==> config.mk <==
export PLATFORM = sky130hd
export DESIGN_NAME = mm_job_sequencer
export DESIGN_NICKNAME = d
export VERILOG_FILES = /design/src/rtl/mm_job_sequencer_pkg.sv /design/src/rtl/mm_job_sequencer_job_fifo.sv /design/src/rtl/mm_job_sequencer.sv
export SDC_FILE = /design/constraint.sdc
export NUM_CORES = 1
export LEC_CHECK = 0
export ABC_AREA = 1
export BUFFER_PORTS_ARGS = -buffer_cell sky130_fd_sc_hd__buf_2
export CAP_MARGIN = 20
export CORE_MARGIN = 4
export CORE_UTILIZATION = 50
export DETAILED_ROUTE_END_ITERATION = 10
export PLACE_DENSITY = 0.72
export SYNTH_ARGS = -nofsm -noshare
export SYNTH_HDL_FRONTEND = slang
export SYNTH_HIERARCHICAL = 1
export SYNTH_SLANG_ARGS = --single-unit
==> constraint.sdc <==
create_clock -name clk_i -period 3.55 [get_ports clk_i]
set_input_delay 0.1775 -clock clk_i [delete_from_list [all_inputs] [get_ports clk_i]]
set_output_delay 0.1775 -clock clk_i [all_outputs]
set_load 0.005 [all_outputs]
==> src/rtl/mm_job_sequencer_pkg.sv <==
// Shared definitions for the matrix-multiply job sequencer: FSM encodings,
// error bit positions and the default controller address width.
package mm_job_sequencer_pkg;

    // Address width of the matrix-multiply controller's base-address ports.
    localparam int SEQ_ADDR_WIDTH = 16;

    localparam int ERR_BADDESC = 0;
    localparam int ERR_TMO     = 1;

    typedef enum logic [1:0] {
        SEQ_IDLE  = 2'd0,
        SEQ_ISSUE = 2'd1,
        SEQ_WAIT  = 2'd2,
        SEQ_GAP   = 2'd3
    } seq_state_t;

    // A descriptor with any zero dimension would stall the controller.
    function automatic logic desc_ok(input logic [3:0] k,
                                     input logic [3:0] m,
                                     input logic [3:0] n);
        return (k != 4'd0) && (m != 4'd0) && (n != 4'd0);
    endfunction

endpackage

==> src/rtl/mm_job_sequencer_job_fifo.sv <==
// Synchronous descriptor FIFO with registered occupancy, full and empty flags.
// Push and pop may occur in the same cycle; DEPTH must be a power of two.
module job_fifo #(
    parameter int WIDTH = 8,
    parameter int DEPTH = 4
) (
    input  logic                       clk,
    input  logic                       rst,
    input  logic                       push,
    input  logic                       pop,
    input  logic [WIDTH-1:0]           wdata,
    output logic [WIDTH-1:0]           rdata,
    output logic [$clog2(DEPTH):0]     count,
    output logic                       full,
    output logic                       empty
);

    localparam int PW = $clog2(DEPTH);
    localparam int CW = PW + 1;

    logic [WIDTH-1:0] mem [DEPTH];
    logic [PW-1:0]    wr_ptr;
    logic [PW-1:0]    rd_ptr;
    logic             do_push;
    logic             do_pop;
    logic [CW-1:0]    count_next;

    assign do_push    = push && !full;
    assign do_pop     = pop && !empty;
    assign count_next = count + CW'(do_push) - CW'(do_pop);
    assign rdata      = mem[rd_ptr];

    // Storage carries no reset; validity is tracked solely by the pointers.
    always_ff @(posedge clk) begin
        if (do_push) begin
            mem[wr_ptr] <= wdata;
        end
    end

    always_ff @(posedge clk or posedge rst) begin
        if (rst) begin
            wr_ptr <= '0;
            rd_ptr <= '0;
            count  <= '0;
            full   <= 1'b0;
            empty  <= 1'b1;
        end else begin
            if (do_push) begin
                wr_ptr <= wr_ptr + PW'(1);
            end
            if (do_pop) begin
                rd_ptr <= rd_ptr + PW'(1);
            end
            count <= count_next;
            full  <= (count_next == CW'(DEPTH));
            empty <= (count_next == '0);
        end
    end

endmodule

==> src/rtl/mm_job_sequencer.sv <==
// Host-side job sequencer for the matrix-multiply controller: queues
// descriptors, issues them one at a time and tracks completion, timeouts and errors.
module mm_job_sequencer
    import mm_job_sequencer_pkg::*;
#(
    parameter int ADDR_WIDTH = SEQ_ADDR_WIDTH,
    parameter int DEPTH      = 4,
    parameter int TMO_W      = 16
) (
    input  logic                      clk_i,
    input  logic                      rst_i,
    input  logic                      cmd_valid_i,
    output logic                      cmd_ready_o,
    input  logic [ADDR_WIDTH-1:0]     cmd_base_addra_i,
    input  logic [ADDR_WIDTH-1:0]     cmd_base_addrb_i,
    input  logic [ADDR_WIDTH-1:0]     cmd_base_addrp_i,
    input  logic [3:0]                cmd_k_i,
    input  logic [3:0]                cmd_m_i,
    input  logic [3:0]                cmd_n_i,
    output logic                      start_o,
    output logic [ADDR_WIDTH-1:0]     base_addra_o,
    output logic [ADDR_WIDTH-1:0]     base_addrb_o,
    output logic [ADDR_WIDTH-1:0]     base_addrp_o,
    output logic [3:0]                k_o,
    output logic [3:0]                m_o,
    output logic [3:0]                n_o,
    input  logic                      valid_i,
    input  logic [TMO_W-1:0]          timeout_i,
    output logic                      busy_o,
    output logic [$clog2(DEPTH):0]    pending_o,
    output logic [7:0]                done_cnt_o,
    output logic                      irq_o,
    output logic [1:0]                err_o,
    input  logic                      err_clr_i
);

    localparam int DESC_W = 3*ADDR_WIDTH + 12;

    seq_state_t              state;
    logic [TMO_W-1:0]        wait_cnt;
    logic                    handshake;
    logic                    push;
    logic                    pop;
    logic                    bad_desc;
    logic                    tmo_hit;
    logic                    full;
    logic                    empty;
    logic [1:0]              err_set;
    logic [DESC_W-1:0]       wdata;
    logic [DESC_W-1:0]       head;
    logic [ADDR_WIDTH-1:0]   head_a;
    logic [ADDR_WIDTH-1:0]   head_b;
    logic [ADDR_WIDTH-1:0]   head_p;
    logic [3:0]              head_k;
    logic [3:0]              head_m;
    logic [3:0]              head_n;

    assign cmd_ready_o = !full;
    assign handshake   = cmd_valid_i && cmd_ready_o;
    assign push        = handshake && desc_ok(cmd_k_i, cmd_m_i, cmd_n_i);
    assign bad_desc    = handshake && !desc_ok(cmd_k_i, cmd_m_i, cmd_n_i);
    assign pop         = (state == SEQ_ISSUE);

    assign wdata = {cmd_base_addra_i, cmd_base_addrb_i, cmd_base_addrp_i,
                    cmd_k_i, cmd_m_i, cmd_n_i};
    assign {head_a, head_b, head_p, head_k, head_m, head_n} = head;

    // A timeout of zero disables the watchdog entirely.
    assign tmo_hit = (timeout_i != '0) && (wait_cnt == timeout_i - TMO_W'(1));

    job_fifo #(
        .WIDTH (DESC_W),
        .DEPTH (DEPTH)
    ) u_fifo (
        .clk   (clk_i),
        .rst   (rst_i),
        .push  (push),
        .pop   (pop),
        .wdata (wdata),
        .rdata (head),
        .count (pending_o),
        .full  (full),
        .empty (empty)
    );

    // A completion on the timeout cycle takes precedence over the timeout.
    always_comb begin
        err_set              = 2'b00;
        err_set[ERR_BADDESC] = bad_desc;
        err_set[ERR_TMO]     = (state == SEQ_WAIT) && !valid_i && tmo_hit;
    end

    always_ff @(posedge clk_i or posedge rst_i) begin
        if (rst_i) begin
            err_o <= 2'b00;
        end else begin
            err_o <= (err_o & ~{2{err_clr_i}}) | err_set;
        end
    end

    always_ff @(posedge clk_i or posedge rst_i) begin
        if (rst_i) begin
            state        <= SEQ_IDLE;
            wait_cnt     <= '0;
            start_o      <= 1'b0;
            busy_o       <= 1'b0;
            irq_o        <= 1'b0;
            done_cnt_o   <= 8'd0;
            base_addra_o <= '0;
            base_addrb_o <= '0;
            base_addrp_o <= '0;
            k_o          <= 4'd0;
            m_o          <= 4'd0;
            n_o          <= 4'd0;
        end else begin
            start_o <= 1'b0;
            irq_o   <= 1'b0;
            case (state)
                SEQ_IDLE: begin
                    if (!empty) begin
                        base_addra_o <= head_a;
                        base_addrb_o <= head_b;
                        base_addrp_o <= head_p;
                        k_o          <= head_k;
                        m_o          <= head_m;
                        n_o          <= head_n;
                        start_o      <= 1'b1;
                        busy_o       <= 1'b1;
                        state        <= SEQ_ISSUE;
                    end
                end
                SEQ_ISSUE: begin
                    wait_cnt <= '0;
                    state    <= SEQ_WAIT;
                end
                SEQ_WAIT: begin
                    if (valid_i) begin
                        done_cnt_o <= done_cnt_o + 8'd1;
                        irq_o      <= 1'b1;
                        state      <= SEQ_GAP;
                    end else if (tmo_hit) begin
                        state <= SEQ_GAP;
                    end else begin
                        wait_cnt <= wait_cnt + TMO_W'(1);
                    end
                end
                SEQ_GAP: begin
                    // Lets the controller finish its return to idle before the next start.
                    busy_o <= 1'b0;
                    state  <= SEQ_IDLE;
                end
                default: begin
                    busy_o <= 1'b0;
                    state  <= SEQ_IDLE;
                end
            endcase
        end
    end

endmodule

==> impl_metrics.env, run 1 <==
export IMPL_synth_area_per_cell_um2=10.8
export IMPL_synth_flop_cell="edfxtp_1"
export IMPL_crit_top_cell="inv_1"
export IMPL_outcome="completed"
export IMPL_cts_resized=0
export IMPL_yosysUniqueCellTypes=34
export IMPL_synth_cell_area_um2=14900
export IMPL_dieArea_um2=32700
export IMPL_final_common_cell="nand2_1"
export IMPL_grt_max_degree=85
export IMPL_root_buffer="clkbuf_16"
export IMPL_met2_usage_pct=32.9
export IMPL_syn2layout_area_growth_pct=19.9
export IMPL_seq_power_share_pct=42.7
export IMPL_power_density_nw_per_um2=768
export IMPL_swShare_pct=34.4
export IMPL_slew_headroom_pct=31.4
export IMPL_max_freq_ghz=0.388
export IMPL_avgRoutedWirePerCell_um=15.3
export IMPL_clock_latency_ns=0.51
export IMPL_grt_met3_usage_pct=3.58
export IMPL_busiest_layer="met2"
export IMPL_routed_via_count=10000
export IMPL_synth_nets=1472
export IMPL_die_h_um=181
export IMPL_core_area_um2=29100
export IMPL_ys_warnings_count=6
export IMPL_cp_start_kind="input pin"
export IMPL_cts_made_buffers=36
export IMPL_num_io_pins=158
export IMPL_ctsHtreeMaxLevel=2
export IMPL_cts_hold_buf=64
export IMPL_worst_ep_arrival_time_ns=3.01
export IMPL_yosys_register_bits=340
export IMPL_power_leakage_nw=7.99
export IMPL_grt_overflow=0
export IMPL_port_buffers=157
export IMPL_routed_wl_um=30800
export IMPL_finalCritPeriodShare_pct=72.6
export IMPL_vias_per_cell=4.99
export IMPL_nets=1696
export IMPL_ctsLongestPathBuffers=3
export IMPL_max_stage_delay_ns=0.53
export IMPL_hold_violations=0
export IMPL_clock_skew_ns=0.0142
export IMPL_crit_type="input pin to flip-flop"
export IMPL_rows=62
export IMPL_p_int_mw=9.03
export IMPL_cp_num_buf_inv=5
export IMPL_dp_hpwl_um=18900
export IMPL_initialDrtViolationCount=686
export IMPL_initial_core_util_pct=51.3
export IMPL_final_layout_size_suffix_gt1_share_pct=19.5
export IMPL_synthCells=1377
export IMPL_die_x_um=181
export IMPL_path_max_fanout=5
export IMPL_grtUsageTotal_pct=18.5
export IMPL_drt_pass1_iterations=5
export IMPL_hold_path_class="input pin to flip-flop"
export IMPL_fin_area_um2=17900
export IMPL_clk_pin_slew_ns=0.06
export IMPL_post_route_drc_count=0
export IMPL_cts_setup_buffers=0
export IMPL_cts_sinks=340
export IMPL_drv_cap=0
export IMPL_grt_pass1_wl_um=49700
export IMPL_cp_top_family="simple AND/OR/NAND/NOR gates"
export IMPL_final_cell_mix="nand2_1 (430), edfxtp_1 (240), inv_1 (179)"
export IMPL_combPwrFrac_pct=30.0
export IMPL_worstPathCellList="dlygate4sd3_1, buf_2, nor4_1, or3_1, nor2_1, nand2_1, ha_1, inv_1, ha_1, inv_1, fa_1, inv_1, or2_2, nor2_1"
export IMPL_slowest_stage="dlygate4sd3_1"
export IMPL_ys_seq_area_share_pct=65.0
export IMPL_finalSetupViolations=0
export IMPL_peakVddDrop_v=0.000483
export IMPL_clkPwrFrac_pct=27.3
export IMPL_synth_edf_count=240
export IMPL_slew_viol_final=0
export IMPL_grt_pass1_vias=9886
export IMPL_end_kind="flip-flop"
export IMPL_hold_slack_ns=0.0935
export IMPL_placed_cell_area_um2=16000
export IMPL_dp_slack_ns=1.03
export IMPL_period_needed_ns=2.58
export IMPL_antenna_found_initial=3
export IMPL_place_gp_congestion=0.869
export IMPL_p_switching_mw=4.73
export IMPL_tightestPinTransition_ns=1.03
export IMPL_setup_ws_ns=0.974
export IMPL_required_ns=3.98
export IMPL_cts_tree="built"
export IMPL_async_flop_share_pct=29.4
export IMPL_grt_util_met1_pct=23.1
export IMPL_rsz0062_at_grt="no"
export IMPL_antenna_left=0
==> power by group through the flow <==
stage                     Clock [mW]  Sequential [mW]  Combinational (mW)
after floorplan                    0             5.65                3.17
after global placement             0             5.93                4.02
after detailed placement           0             5.95                4.13
after CTS                       3.84             5.89                4.21
after global routing            4.01             5.98                4.69
final                           3.75             5.87                4.13
==> stage by stage <==
| step | power, mW | cells | setup TNS, ns | util, % |
|---|---|---|---|---|
| 2_1_floorplan | 8.82 | 1377 | -73.10 | - |
| 3_3_place_gp | 9.95 | 1883 | 0 | 55.1 |
| 3_5_place_dp | 10.1 | 1883 | 0 | 55.1 |
| 4_1_cts | 13.9 | 2012 | 0 | 61.5 |
| 5_1_grt | 14.7 | 2015 | 0 | 61.6 |
| 6_report | 13.8 | 2015 | 0 | 61.6 |
==> metal layers <==
layer	part of all wire, %	up-vias	wire length [um]
met4	2.3	0	714
met1	42	4764	13000
met2	50	248	15500
met5	0	-	0
met3	5.2	54	1600
li1	-	4982	-
==> cell usage after synthesis (2+ instances only) <==
library cell,instances,area share [%]
nand2_1,430,11
edfxtp_1,240,48
inv_1,180,4.5
dfrtp_1,99,17
a21oi_1,62,2.1
o211ai_2,60,5.0
nor2_1,57,1.4
nand3_1,41,1.4
o21ai_0,33,1.1
o21ai_1,31,1.0
xor2_1,23,1.3
buf_6,18,1.4
clkbuf_1,15,0.38
buf_2,13,0.44
ha_1,13,1.1
buf_4,10,0.50
xnor2_1,9,0.53
nor3_1,8,0.27
nor4_1,7,0.29
nand3b_1,5,0.25
nor2_2,5,0.21
nand2_2,3,0.13
clkinv_1,2,0.050
nand2_4,2,0.15
nor3b_1,2,0.10
==> worst min-delay path: stages <==
cell and delay (ns):
buf_2 0.11, nand2_1 0.17, xor2_1 0.09
==> final cells by class <==
| type | count | area [um2] |
|---|---|---|
| Fill cell | 2299 | 11200 |
| Sequential cell | 340 | 9720 |
| Multi-Input combinational cell | 798 | 4170 |
| Timing Repair Buffer | 243 | 1630 |
| Clock buffer | 49 | 1040 |
| Inverter | 182 | 686 |
| Tap cell | 384 | 480 |
| Clock inverter | 16 | 173 |
| Antenna cell | 3 | 7.51 |
==> state kept, by name, summed over array words and instances, names as in the netlist <==
register,cells
busy_o,1
start_o,1
done_cnt_o,8
base_addra_o,16
m_o,4
u_fifo/mem,240
base_addrb_o,16
u_fifo/full,1
state,2
wait_cnt,16
n_o,4
u_fifo/rd_ptr,2
k_o,4
u_fifo/wr_ptr,2
irq_o,1
err_o,2
u_fifo/count,3
u_fifo/empty,1
base_addrp_o,16
==> cells by family after synthesis <==
kind of cell / Yosys count / synth area share, %
buffers and inverters: 239 / 7.27
adders and majority gates: 14 / 1.22
xor gates and xnor gates: 32 / 1.88
DFF: 340 / 65.0
AOI/OAI and AO/OA: 187 / 9.29
and+or+nand+nor: 565 / 15.3
==> path summary, 6_finish.rpt <==
kind | start | endpoint | slack (ns) | cells past startpoint
max | cmd_n_i[3] | u_fifo/empty | 0.97 | 14
min | valid_i | done_cnt_o[0] | 0.09 | 3
max reg2reg | state[1] | u_fifo/empty | 1.15 | 12
min reg2reg | base_addrb_o[10] | base_addrb_o[10] | 0.46 | 2
max in group asynchronous | rst_i | base_addra_o[1] | 2.19 | 4
min in group asynchronous | rst_i | u_fifo/rd_ptr[1] | 0.24 | 3
No activity file was read; power rests on OpenSTA's default activity.
==> inputs of run 2 (changes only) <==
--- a/config.mk
+++ b/config.mk
@@ -5,13 +5,13 @@
 export SDC_FILE = /design/constraint.sdc
 export NUM_CORES = 1
 export LEC_CHECK = 0
-export ABC_AREA = 1
+export ABC_AREA = 0
 export BUFFER_PORTS_ARGS = -buffer_cell sky130_fd_sc_hd__buf_2
 export CAP_MARGIN = 20
 export CORE_MARGIN = 4
 export CORE_UTILIZATION = 50
 export DETAILED_ROUTE_END_ITERATION = 10
-export PLACE_DENSITY = 0.72
+export PLACE_DENSITY = 0.73
 export SYNTH_ARGS = -nofsm -noshare
 export SYNTH_HDL_FRONTEND = slang
 export SYNTH_HIERARCHICAL = 1
==> constraint.sdc (replaced) <==
create_clock -name clk_i -period 2.14 [get_ports clk_i]
set_input_delay 0.107 -clock clk_i [delete_from_list [all_inputs] [get_ports clk_i]]
set_output_delay 0.107 -clock clk_i [all_outputs]
set_load 0.005 [all_outputs]
==> run 2 against run 1 <==
  * The flow now finishes with violations (setup timing)
  * First-iteration DRC count fell by 38%
  * Register-to-register slack got worse by 1.3 ns
  * Synthesized cell count fell by 48%
  * Critical endpoint is now state[1]
  * Cell count fell by 30%
  * Sequential power rose by 59%
  * Clock skew rose by 0.0080 ns
  * Setup slack got worse by 1.1 ns
  * Via count fell by 25%
  * Non-clock buffer count rose by 67
  * Area after synthesis fell by 9.0%
  * Clock-buffer cell count fell by 5
==> impl_metrics.env, run 2 <==
export IMPL_outcome="finished with violations"
export IMPL_violations="setup timing"
export IMPL_synth_area_per_cell_um2=18.9
export IMPL_clk_pin_slew_ns=0.06
export IMPL_dieArea_um2=29900
export IMPL_grt_pass1_wl_um=44900
export IMPL_antenna_found_initial=0
export IMPL_yosys_register_bits=340
export IMPL_cts_made_buffers=36
export IMPL_cts_tree="built"
export IMPL_grtUsageTotal_pct=18.6
export IMPL_synthTopCellsByArea="edfxtp_1 (53%), dfrtp_1 (18%), mux4_2 (9.6%), mux2_2 (5.3%), ha_1 (1.2%)"
export IMPL_synthCells=719
export IMPL_drv_cap=0
export IMPL_ys_warnings_count=6
export IMPL_path_max_fanout=2
export IMPL_finalCritPeriodShare_pct=105
export IMPL_utilization_pct=64.9
export IMPL_peakVddDrop_v=0.00103
export IMPL_dp_hpwl_um=16900
export IMPL_synth_flop_cell="edfxtp_1"
export IMPL_synth_edf_count=240
export IMPL_required_ns=2.51
export IMPL_core_area_um2=26900
export IMPL_die_h_um=173
export IMPL_grt_pass1_vias=8111
export IMPL_final_layout_size_suffix_gt1_share_pct=45.1
export IMPL_max_freq_ghz=0.445
export IMPL_nets=1132
export IMPL_ys_seq_area_share_pct=71.5
export IMPL_synthTopCellsByCount="edfxtp_1 (240), dfrtp_1 (99), mux2_2 (64)"
export IMPL_final_common_cell="edfxtp_1"
export IMPL_diodes=0
export IMPL_tightestPinTransition_ns=0.515
export IMPL_antenna_left=0
export IMPL_synth_area_leader_cell="edfxtp_1"
export IMPL_place_gp_congestion=0.836
export IMPL_crit_type="flip-flop to flip-flop"
export IMPL_slew_viol_final=0
export IMPL_die_x_um=173
export IMPL_final_cell_mix="edfxtp_1 (240), buf_2 (157), dfrtp_1 (97)"
export IMPL_cts_sinks=340
export IMPL_hold_violations=0
export IMPL_power_density_nw_per_um2=1260
export IMPL_grt_overflow=0
export IMPL_yosysTopAreaCellShare_pct=53.1
export IMPL_power_leakage_nw=6.68
export IMPL_setup_ws_ns=-0.108
export IMPL_synth_cell_area_um2=13600
export IMPL_initial_core_util_pct=50.5
export IMPL_num_io_pins=158
export IMPL_clock_latency_ns=0.51
export IMPL_vias_per_cell=5.37
export IMPL_port_buffers=157
export IMPL_synth_nets=814
export IMPL_slew_headroom_pct=65.7
export IMPL_ctsLongestPathBuffers=3
export IMPL_largest_register_ffs=240
export IMPL_yosys_cell_count_top_type="edfxtp_1"
export IMPL_p_total_mw=22.0
export IMPL_setup_tns_ns=-0.135
export IMPL_grt_max_degree=57
export IMPL_routed_wl_um=27400
export IMPL_cp_start_kind="flip-flop"
export IMPL_hold_path_class="input pin to flip-flop"
export IMPL_async_flop_share_pct=29.4
export IMPL_yosysUniqueCellTypes=61
export IMPL_routed_via_count=7533
export IMPL_rows=60
export IMPL_initialDrtViolationCount=425
export IMPL_fin_area_um2=17400
export IMPL_worst_ep_arrival_time_ns=2.62
export IMPL_post_route_drc_count=0
export IMPL_finalSetupViolations=3
export IMPL_root_buffer="clkbuf_16"
export IMPL_drt_pass1_iterations=4
export IMPL_syn2layout_area_growth_pct=28.4
export IMPL_clock_skew_ns=0.0222
export IMPL_end_kind="flip-flop"
export IMPL_top_register="u_fifo/mem"
export IMPL_period_needed_ns=2.25
export IMPL_placed_cell_area_um2=15400
export IMPL_rsz0062_at_grt="yes"
export IMPL_ctsHtreeMaxLevel=2
export IMPL_avgRoutedWirePerCell_um=19.5
-- run 2: cell types whose count changed after synthesis, moves of 40 or more --
cell / delta
o211ai_2: -60
mux4_2: +58
nor2_1: -40
a21oi_1: -51
mux2_2: +64
nand2_1: -401
inv_1: -164
-- run 2: critical path: stages (launching register included) --
cell and delay [ns]:
dfrtp_1 0.43, xor2_1 0.17, buf_4 0.15, xnor2_2 0.13
a41oi_2 0.12, o32ai_2 0.34, nand4_2 0.22, a22oi_2 0.25
mux2_4 0.32
-- run 2: power breakdown --
group / internal (mW) / total (mW) / leakage (nW) / switching, mW
Combinational: 3.65 / 6.62 / 2.70 / 2.97
Clock: 3.64 / 6.07 / 0.574 / 2.43
Sequential: 8.67 / 9.34 / 3.41 / 0.663
-- run 2: worst paths after layout --
check | from | to | slack [ns] | cells past startpoint
setup / recovery | wait_cnt[14] | state[1] | -0.11 | 8
min in group asynchronous | rst_i | u_fifo/count[1] | 0.18 | 3
max in group asynchronous | rst_i | base_addrp_o[3] | 1.39 | 4
hold / removal | valid_i | irq_o | 0.08 | 2
hold reg to reg | done_cnt_o[7] | done_cnt_o[7] | 0.48 | 1
setup reg to reg | wait_cnt[14] | state[1] | -0.11 | 8
-- run 2: logic make-up (layout without fill, tap and decap cells) --
| kind of cell | Yosys count | after routing | share of synthesized area [%] |
|---|---|---|---|
| flops | 340 | 340 | 71.5 |
| mux | 134 | 134 | 16.0 |
| simple gates | 117 | 117 | 4.97 |
| buf+inv | 46 | 390 | 2.22 |
| compound gates | 37 | 37 | 1.82 |
| xor+xnor | 31 | 31 | 2.11 |
| fa+ha+maj | 14 | 14 | 1.34 |
-- run 2: per-stage QoR --
stage          worst slack (ns)  hold WS [ns]  instances
6_report                 -0.108        0.0790       1404
5_1_grt                  -0.161        0.0603       1404
4_1_cts                 -0.0812        0.0483       1400
3_5_place_dp             -0.481         0.133       1270
3_3_place_gp             -0.380         0.131       1270
2_1_floorplan            -0.119       -0.0658        719
-- run 2: layout make-up --
type,count,area [um2]
flip-flops and latches,340,9720
well taps,341,427
inverters,16,83.8
clock inverters,20,193
repair buffers,310,2270
fillers,1838,9430
multi-input cells,333,3770
clock buffers,44,982
-- run 2: metal layers --
metal | global-route usage (%) | vias up | part of all wire, %
met5 | 0 | - | 0
met4 | 4.26 | 0 | 1.6
met3 | 4.15 | 37 | 6.0
met2 | 30.6 | 208 | 49
met1 | 25.9 | 3831 | 43
li1 | - | 3457 | -
-- run 2: timing repair --
item	CTS	global route
cloned	0	0
setup buffers	3	4
hold endpoints to repair	342	0
setup endpoints to repair	15	21
hold buffers	63	0
gates resized for setup	7	27
pin swaps	1	12
